File: config.mk
export PLATFORM = sky130hd
export DESIGN_NAME = joy2quad_multi
export DESIGN_NICKNAME = d
export VERILOG_FILES = /design/src/rtl/joy2quad_multi.sv
export SDC_FILE = /design/constraint.sdc
export NUM_CORES = 1
export LEC_CHECK = 0
export CORE_UTILIZATION = 40
export CTS_CLUSTER_DIAMETER = 40
export DETAILED_ROUTE_END_ITERATION = 8
export GPL_ROUTABILITY_DRIVEN = 1
export PLACE_DENSITY = 0.64
export RECOVER_POWER = 100
export SYNTH_ARGS = -nofsm -noshare
export SYNTH_HDL_FRONTEND = slang
export SYNTH_SLANG_ARGS = --single-unit
export TNS_END_PERCENT = 100
File: constraint.sdc
create_clock -name clk_sys -period 9.9 [get_ports clk_sys]
set_input_delay 2.475 -clock clk_sys [delete_from_list [all_inputs] [get_ports clk_sys]]
set_output_delay 2.475 -clock clk_sys [all_outputs]
set_load 0.01 [all_outputs]
File: src/rtl/joy2quad_multi.sv
// joy2quad_multi: multi-channel joystick/stick to quadrature (Gray code)
// encoder converter with hold-time acceleration and an analog
// proportional-speed mode. Each channel emits {A,B} phases plus a one-cycle
// step strobe on every phase change.
module joy2quad_multi #(
  parameter int CHANNELS    = 2,
  parameter int DIV_W       = 16,
  parameter int ACCEL_STEPS = 3,
  parameter int ACCEL_HOLD  = 16,
  parameter int DEADZONE    = 12
) (
  input  logic                    clk_sys,
  input  logic                    reset,
  input  logic [DIV_W-1:0]        clkdiv,
  input  logic                    accel_en,
  input  logic                    mode,
  input  logic [CHANNELS-1:0]     left,
  input  logic [CHANNELS-1:0]     right,
  input  logic [8*CHANNELS-1:0]   analog,
  output logic [2*CHANNELS-1:0]   steer,
  output logic [CHANNELS-1:0]     step
);

  localparam int HOLD_W = (ACCEL_HOLD < 1) ? 1 : $clog2(ACCEL_HOLD + 1);
  localparam int LVL_W  = (ACCEL_STEPS < 1) ? 1 : $clog2(ACCEL_STEPS + 1);

  typedef enum logic [1:0] {
    DIR_NONE = 2'd0,
    DIR_CW   = 2'd1,
    DIR_CCW  = 2'd2
  } dir_e;

  // |v| with the one unrepresentable magnitude (-128) pinned to 127
  function automatic logic [7:0] stick_mag(input logic signed [7:0] v);
    logic [7:0] m;
    if (v == 8'sh80)   m = 8'd127;
    else if (v < 0)    m = $unsigned(-v);
    else               m = $unsigned(v);
    return m;
  endfunction

  function automatic dir_e analog_dir(input logic signed [7:0] v);
    dir_e d;
    d = DIR_NONE;
    if (int'(v) > DEADZONE)       d = DIR_CW;
    else if (int'(v) < -DEADZONE) d = DIR_CCW;
    return d;
  endfunction

  // Speed level grows by one every 32 counts of stick deflection
  function automatic logic [LVL_W-1:0] analog_level(input logic signed [7:0] v);
    int lv;
    lv = int'(stick_mag(v) >> 5);
    if (lv > ACCEL_STEPS) lv = ACCEL_STEPS;
    return LVL_W'(lv);
  endfunction

  function automatic dir_e digital_dir(input logic l, input logic r);
    dir_e d;
    d = DIR_NONE;
    if (r && !l)      d = DIR_CW;
    else if (l && !r) d = DIR_CCW;
    return d;
  endfunction

  // Step period in clocks; a zero divider or an over-shifted one still
  // yields one step per clock rather than stalling
  function automatic logic [DIV_W-1:0] eff_period(input logic [DIV_W-1:0] base,
                                                  input logic [LVL_W-1:0] lvl);
    logic [DIV_W-1:0] b;
    logic [DIV_W-1:0] p;
    b = (base == '0) ? DIV_W'(1) : base;
    p = b >> lvl;
    if (p == '0) p = DIV_W'(1);
    return p;
  endfunction

  // Gray sequence CW: 00 -> 01 -> 11 -> 10 -> 00, CCW walks it backwards
  function automatic logic [1:0] next_phase(input logic [1:0] ph, input logic cw);
    logic [1:0] n;
    case (ph)
      2'b00:   n = cw ? 2'b01 : 2'b10;
      2'b01:   n = cw ? 2'b11 : 2'b00;
      2'b11:   n = cw ? 2'b10 : 2'b01;
      default: n = cw ? 2'b00 : 2'b11;
    endcase
    return n;
  endfunction

  logic [1:0]        steer_q [CHANNELS];
  logic              step_q  [CHANNELS];
  logic [DIV_W-1:0]  presc_q [CHANNELS];
  logic [LVL_W-1:0]  level_q [CHANNELS];
  logic [HOLD_W-1:0] hold_q  [CHANNELS];
  dir_e              lastdir_q [CHANNELS];
  logic              mode_q;

  dir_e              req_dir [CHANNELS];
  logic [LVL_W-1:0]  eff_lvl [CHANNELS];
  logic [DIV_W-1:0]  eff_per [CHANNELS];

  // Per-channel requested direction, active speed level and step period
  always_comb begin
    for (int n = 0; n < CHANNELS; n++) begin
      req_dir[n] = DIR_NONE;
      eff_lvl[n] = '0;
      if (mode) begin
        req_dir[n] = analog_dir(analog[8*n +: 8]);
        eff_lvl[n] = analog_level(analog[8*n +: 8]);
      end else begin
        req_dir[n] = digital_dir(left[n], right[n]);
        eff_lvl[n] = accel_en ? level_q[n] : '0;
      end
      eff_per[n] = eff_period(clkdiv, eff_lvl[n]);
    end
  end

  // Prescaler, phase advance and acceleration state for every channel
  always_ff @(posedge clk_sys) begin
    if (reset) begin
      mode_q <= 1'b0;
      for (int n = 0; n < CHANNELS; n++) begin
        steer_q[n]   <= 2'b00;
        step_q[n]    <= 1'b0;
        presc_q[n]   <= '0;
        level_q[n]   <= '0;
        hold_q[n]    <= '0;
        lastdir_q[n] <= DIR_NONE;
      end
    end else begin
      mode_q <= mode;
      for (int n = 0; n < CHANNELS; n++) begin
        step_q[n] <= 1'b0;
        if (req_dir[n] == DIR_NONE) begin
          presc_q[n]   <= '0;
          hold_q[n]    <= '0;
          level_q[n]   <= '0;
          lastdir_q[n] <= DIR_NONE;
        end else if (req_dir[n] != lastdir_q[n] || mode != mode_q) begin
          // Fresh press, reversal or mode switch: restart a full period
          // while steer keeps its phase so the output never glitches
          presc_q[n]   <= '0;
          hold_q[n]    <= '0;
          level_q[n]   <= '0;
          lastdir_q[n] <= req_dir[n];
        end else if (presc_q[n] >= eff_per[n] - 1'b1) begin
          presc_q[n] <= '0;
          steer_q[n] <= next_phase(steer_q[n], req_dir[n] == DIR_CW);
          step_q[n]  <= 1'b1;
          if (!mode && accel_en) begin
            if (hold_q[n] == HOLD_W'(ACCEL_HOLD - 1)) begin
              hold_q[n] <= '0;
              if (level_q[n] < LVL_W'(ACCEL_STEPS))
                level_q[n] <= level_q[n] + 1'b1;
            end else begin
              hold_q[n] <= hold_q[n] + 1'b1;
            end
          end else begin
            hold_q[n]  <= '0;
            level_q[n] <= '0;
          end
        end else begin
          presc_q[n] <= presc_q[n] + 1'b1;
        end
      end
    end
  end

  // Pack per-channel registers onto the flat output buses
  always_comb begin
    steer = '0;
    step  = '0;
    for (int n = 0; n < CHANNELS; n++) begin
      steer[2*n +: 2] = steer_q[n];
      step[n]         = step_q[n];
    end
  end

endmodule

==> results of run 1 <==
==> critical path: cells and delay by family <==
family,cells,cell delay [ns]
buffers and inverters,2,1.13
and+or+nand+nor,8,1.70
adders and majority gates,2,0.51
AOI/OAI and AO/OA,11,3.23
==> cells in the mapped netlist (all sizes together) (15+ instances only) <==
library cell	n
a21oi	20
buf	17
clkbuf	21
edfxtp	55
ha	42
inv	17
mux2i	16
nand2	65
nand3	44
nor2	104
nor3	15
o211ai	15
o21ai	32
xnor2	30
xor2	34
==> stage by stage <==
stage	total power, mW	setup slack (ns)	hold slack, ns	cell area (um2)
after floorplan	0.479	2.26	0.563	6370
after global placement	0.538	0.858	0.576	6800
after detailed placement	0.544	0.789	0.597	6800
after CTS	0.860	1.14	0.604	7100
after global routing	0.902	0.303	0.622	7080
final	0.854	0.896	0.601	7080
==> path summary, 6_finish.rpt <==
check | startpoint | endpoint | slack, ns | cells after the start
max | mode | steer_q[0][2] | 0.90 | 23
min | hold_q[0][0] | hold_q[0][0] | 0.60 | 1
max reg2reg | level_q[0][0] | steer_q[0][2] | 3.88 | 22
min reg2reg | hold_q[0][0] | hold_q[0][0] | 0.60 | 1
==> logic make-up (layout without fill, tap and decap cells) <==
logic type	Yosys count	in the layout
XOR/XNOR	64	64
other	1	33
adder cells (fa/ha/maj)	42	42
flip-flops	57	57
buffers and inverters	55	81
AND/OR/NAND/NOR	310	310
AO/OA/AOI/OAI	167	167
multiplexers	22	22
==> registers in the layout, summed over array words and instances, names as in the netlist <==
signal	cells
presc_q	32
hold_q	10
lastdir_q	4
level_q	4
steer_q	4
step_q	2
mode_q	1
==> area by class of cell <==
class,instances,area [um2]
Fill cell,1473,8120
Multi-Input combinational cell,638,4320
Sequential cell,57,1690
Timing Repair Buffer,48,470
Tap cell,188,235
Clock buffer,9,225
Clock inverter,7,71.3
Inverter,17,63.8
==> placed cells by master (no fill, tap or decap), types with 4 or more instances in the layout <==
master | netlist | routed
sky130_fd_sc_hd__o21ai_1 | 6 | 4
sky130_fd_sc_hd__nor2b_1 | 4 | 4
sky130_fd_sc_hd__edfxtp_1 | 55 | 55
sky130_fd_sc_hd__inv_1 | 17 | 17
sky130_fd_sc_hd__clkdlybuf4s50_1 | 0 | 38
sky130_fd_sc_hd__nor4_1 | 6 | 6
sky130_fd_sc_hd__o21bai_1 | 4 | 4
sky130_fd_sc_hd__and2_1 | 5 | 5
sky130_fd_sc_hd__or2_2 | 6 | 5
sky130_fd_sc_hd__and4b_1 | 5 | 5
sky130_fd_sc_hd__dlygate4sd3_1 | 0 | 7
sky130_fd_sc_hd__nand2b_1 | 7 | 7
sky130_fd_sc_hd__xnor2_1 | 30 | 30
sky130_fd_sc_hd__a311oi_1 | 5 | 5
sky130_fd_sc_hd__or3_1 | 7 | 7
sky130_fd_sc_hd__o211ai_1 | 13 | 14
sky130_fd_sc_hd__a21o_1 | 13 | 13
sky130_fd_sc_hd__nor2_1 | 103 | 103
sky130_fd_sc_hd__and3_1 | 11 | 11
sky130_fd_sc_hd__xor2_1 | 34 | 34
sky130_fd_sc_hd__nand2_1 | 62 | 62
sky130_fd_sc_hd__o2111ai_1 | 8 | 8
sky130_fd_sc_hd__a31oi_1 | 11 | 11
sky130_fd_sc_hd__o21a_1 | 6 | 6
sky130_fd_sc_hd__mux2i_1 | 16 | 16
sky130_fd_sc_hd__nor3_1 | 12 | 12
sky130_fd_sc_hd__a21oi_1 | 20 | 20
sky130_fd_sc_hd__conb_1 | 1 | 33
sky130_fd_sc_hd__clkbuf_16 | 0 | 9
sky130_fd_sc_hd__ha_1 | 42 | 42
sky130_fd_sc_hd__a22oi_1 | 4 | 4
sky130_fd_sc_hd__nand3_1 | 44 | 44
sky130_fd_sc_hd__o21ai_0 | 25 | 27
sky130_fd_sc_hd__nand4_1 | 10 | 11
sky130_fd_sc_hd__o211a_1 | 5 | 5
sky130_fd_sc_hd__mux2_2 | 5 | 5
==> per-layer routing <==
layer / up-vias / track usage (%) / part of all wire, % / wire (um)
met4: 0 / 6.58 / 1.2 / 196
met3: 13 / 5.07 / 6.3 / 1030
li1: 2760 / - / - / -
met5: - / 0 / 0 / 0
met2: 191 / 34.6 / 46 / 7550
met1: 2758 / 28.0 / 46 / 7620
==> power groups by stage <==
stage | Sequential, mW | Combinational [mW] | Clock, mW
5_1_grt | 0.295 | 0.277 | 0.330
4_1_cts | 0.293 | 0.249 | 0.319
3_5_place_dp | 0.297 | 0.247 | 0
3_3_place_gp | 0.297 | 0.241 | 0
2_1_floorplan | 0.294 | 0.185 | 0
6_report | 0.293 | 0.248 | 0.314
==> impl_metrics.sql, run 1 <==
INSERT INTO impl_metrics (metric_group, metric, value, unit) VALUES
('pwr', 'combPwrFrac', '29.0', '%'),
('critical_path', 'timing.setup.critical_path_class', 'input port to register', ''),
('synthesis', 'synth_enable_flop_cells', '55', ''),
('critical_path', 'worst-endpoint-required', '9.98', 'ns'),
('timing', 'tightestPinTransition', '1.09', 'ns'),
('floorplan', 'floorplan_die_height', '127', 'um'),
('synthesis', 'synth_adder_area_share', '8.41', '%'),
('finish', 'antenna_diode_count', '0', ''),
('placed_design', 'detailed_place_hpwl', '12500', 'um'),
('pwr', 'p_leak', '2.67', 'nW'),
('synthesis', 'ys.warnings.count', '0', ''),
('pwr', 'p_sw', '0.280', 'mW'),
('floorplan', 'design.core.area', '15200', 'um2'),
('finish', 'flow.area_growth_from_synthesis', '13.2', '%'),
('floorplan', 'rows', '45', ''),
('detailed_routing', 'vias_per_cell', '5.94', ''),
('clock_network', 'numClockSinks', '57', ''),
('global_route', 'grt_start_max_net_pins', '25', ''),
('global_route', 'via_count_of_the_first_global_routing_pass', '5557', ''),
('clock_network', 'cts_made_buffers', '9', ''),
('clock_network', 'cts_max_path_buffers', '2', ''),
('synthesis', 'syn-cell-area', '6250', 'um2'),
('critical_path', 'setup.worst_path.start_class', 'input port', ''),
('timing', 'maxSlewHeadroom', '26.6', '%'),
('synthesis', 'synth-compound-area-share', '20.7', '%'),
('global_route', 'grt_util_all_layers', '21.3', '%'),
('critical_path', 'worstPathCellList', 'dlygate4sd3_1 > o21ai_0 > o21ai_4 > nand3_1 > o211ai_1 > nor4_4 > nor2_1 > ha_1 > nand4_1 > a2111o_1 > o31a_1 > nor3_1 > a311oi_2 > ha_1 > a21o_1 > a21o_1 > a21oi_1 > o21ai_0 > a21oi_1 > or2_0 > inv_1 > nor2_1 > nor2_1', ''),
('synthesis', 'multiplexer_share_of_the_synthesized_area', '3.70', '%'),
('synthesis', 'synth_sequential_area_ratio', '27.1', '%'),
('global_route', 'grt_first_pass_wirelength', '27400', 'um'),
('placed_design', 'io_buffer_count', '45', ''),
('detailed_routing', 'drt_first_iter_violations', '381', ''),
('clock_network', 'ctsHoldBuffers', '0', ''),
('status', 'run_status', 'finished clean', ''),
('clock_network', 'ctsResizeCount', '0', ''),
('synthesis', 'netlist_instances', '718', ''),
('finish', 'final_non_filler_cells', '964', ''),
('critical_path', 'path_common_cell', 'sky130_fd_sc_hd__nor2_1', ''),
('timing', 'worst_setup_skew_after_layout', '0.0103', 'ns'),
('critical_path', 'crit_path_max_fanout', '24', ''),
('timing', 'period_share', '91.0', '%'),
('global_route', 'antenna_found_initial', '0', ''),
('synthesis', 'synth_xor_xnor_area_share', '8.97', '%'),
('pwr', 'sw_share', '32.8', '%'),
('floorplan', 'floorplan.initialDensity', '41.1', '%'),
('pwr', 'clkPwrFrac', '36.7', '%'),
('timing', 'setup_viol_count_final', '0', ''),
('synthesis', 'ys_seq_elements', '57', ''),
('synthesis', 'postSynth.topFlopCell', 'sky130_fd_sc_hd__edfxtp_1', ''),
('detailed_routing', 'detail_route.drc_violations', '0', ''),
('detailed_routing', 'wirelength', '16400', 'um'),
('synthesis', 'synth_top_area_cell', 'sky130_fd_sc_hd__edfxtp_1', ''),
('global_route', 'grt_overflow', '0', ''),
('run', 'max_cap_violations', '0', ''),
('clock_network', 'worstSkewPairLatency', '0.34', 'ns'),
('critical_path', 'cp_slowest_cell', 'sky130_fd_sc_hd__dlygate4sd3_1', ''),
('clock_network', 'ctsHtreeMaxLevel', '3', ''),
('placed_design', 'numPlacedInstances', '948', ''),
('detailed_routing', 'antenna_viol_nets_final', '0', ''),
('timing', 'final_hold_fails', '0', ''),
('placed_design', 'globalplace.congestion', '0.917', ''),
('synthesis', 'syn-mean-instance-area', '8.71', 'um2'),
('floorplan', 'die_width', '127', 'um'),
('clock_network', 'cts_post_setup_buffers_inserted', '0', ''),
('timing', 'setup_repair_after_global_routing_missed_its_margin', 'no', ''),
('synthesis', 'largest_family_of_logic_cells_by_synthesized_area', 'simple AND/OR/NAND/NOR gates', ''),
('clock_network', 'cts.clk_slew.worst_paths', '0.06', 'ns'),
('hold_path', 'min-delay-path-class', 'register to register', ''),
('synthesis', 'yosysUniqueCellTypes', '91', ''),
('synthesis', 'synth_top_cell_area_share', '26.4', '%'),
('timing', 'fin_setup_tns', '0', 'ns');
Power figures use the tool's default switching activity.
==> run 2, diff against run 1 <==
SETUP_SLACK_MARGIN = 0.15   (was default)
==> results of run 2 <==
Same layout as run 1: the final DEF is identical, and so are final timing and power.
==> run 3, diff against run 2 <==
CAP_MARGIN = 40   (was default)
==> results of run 3 <==
Same layout as run 1: the final DEF is identical, and so are final timing and power.
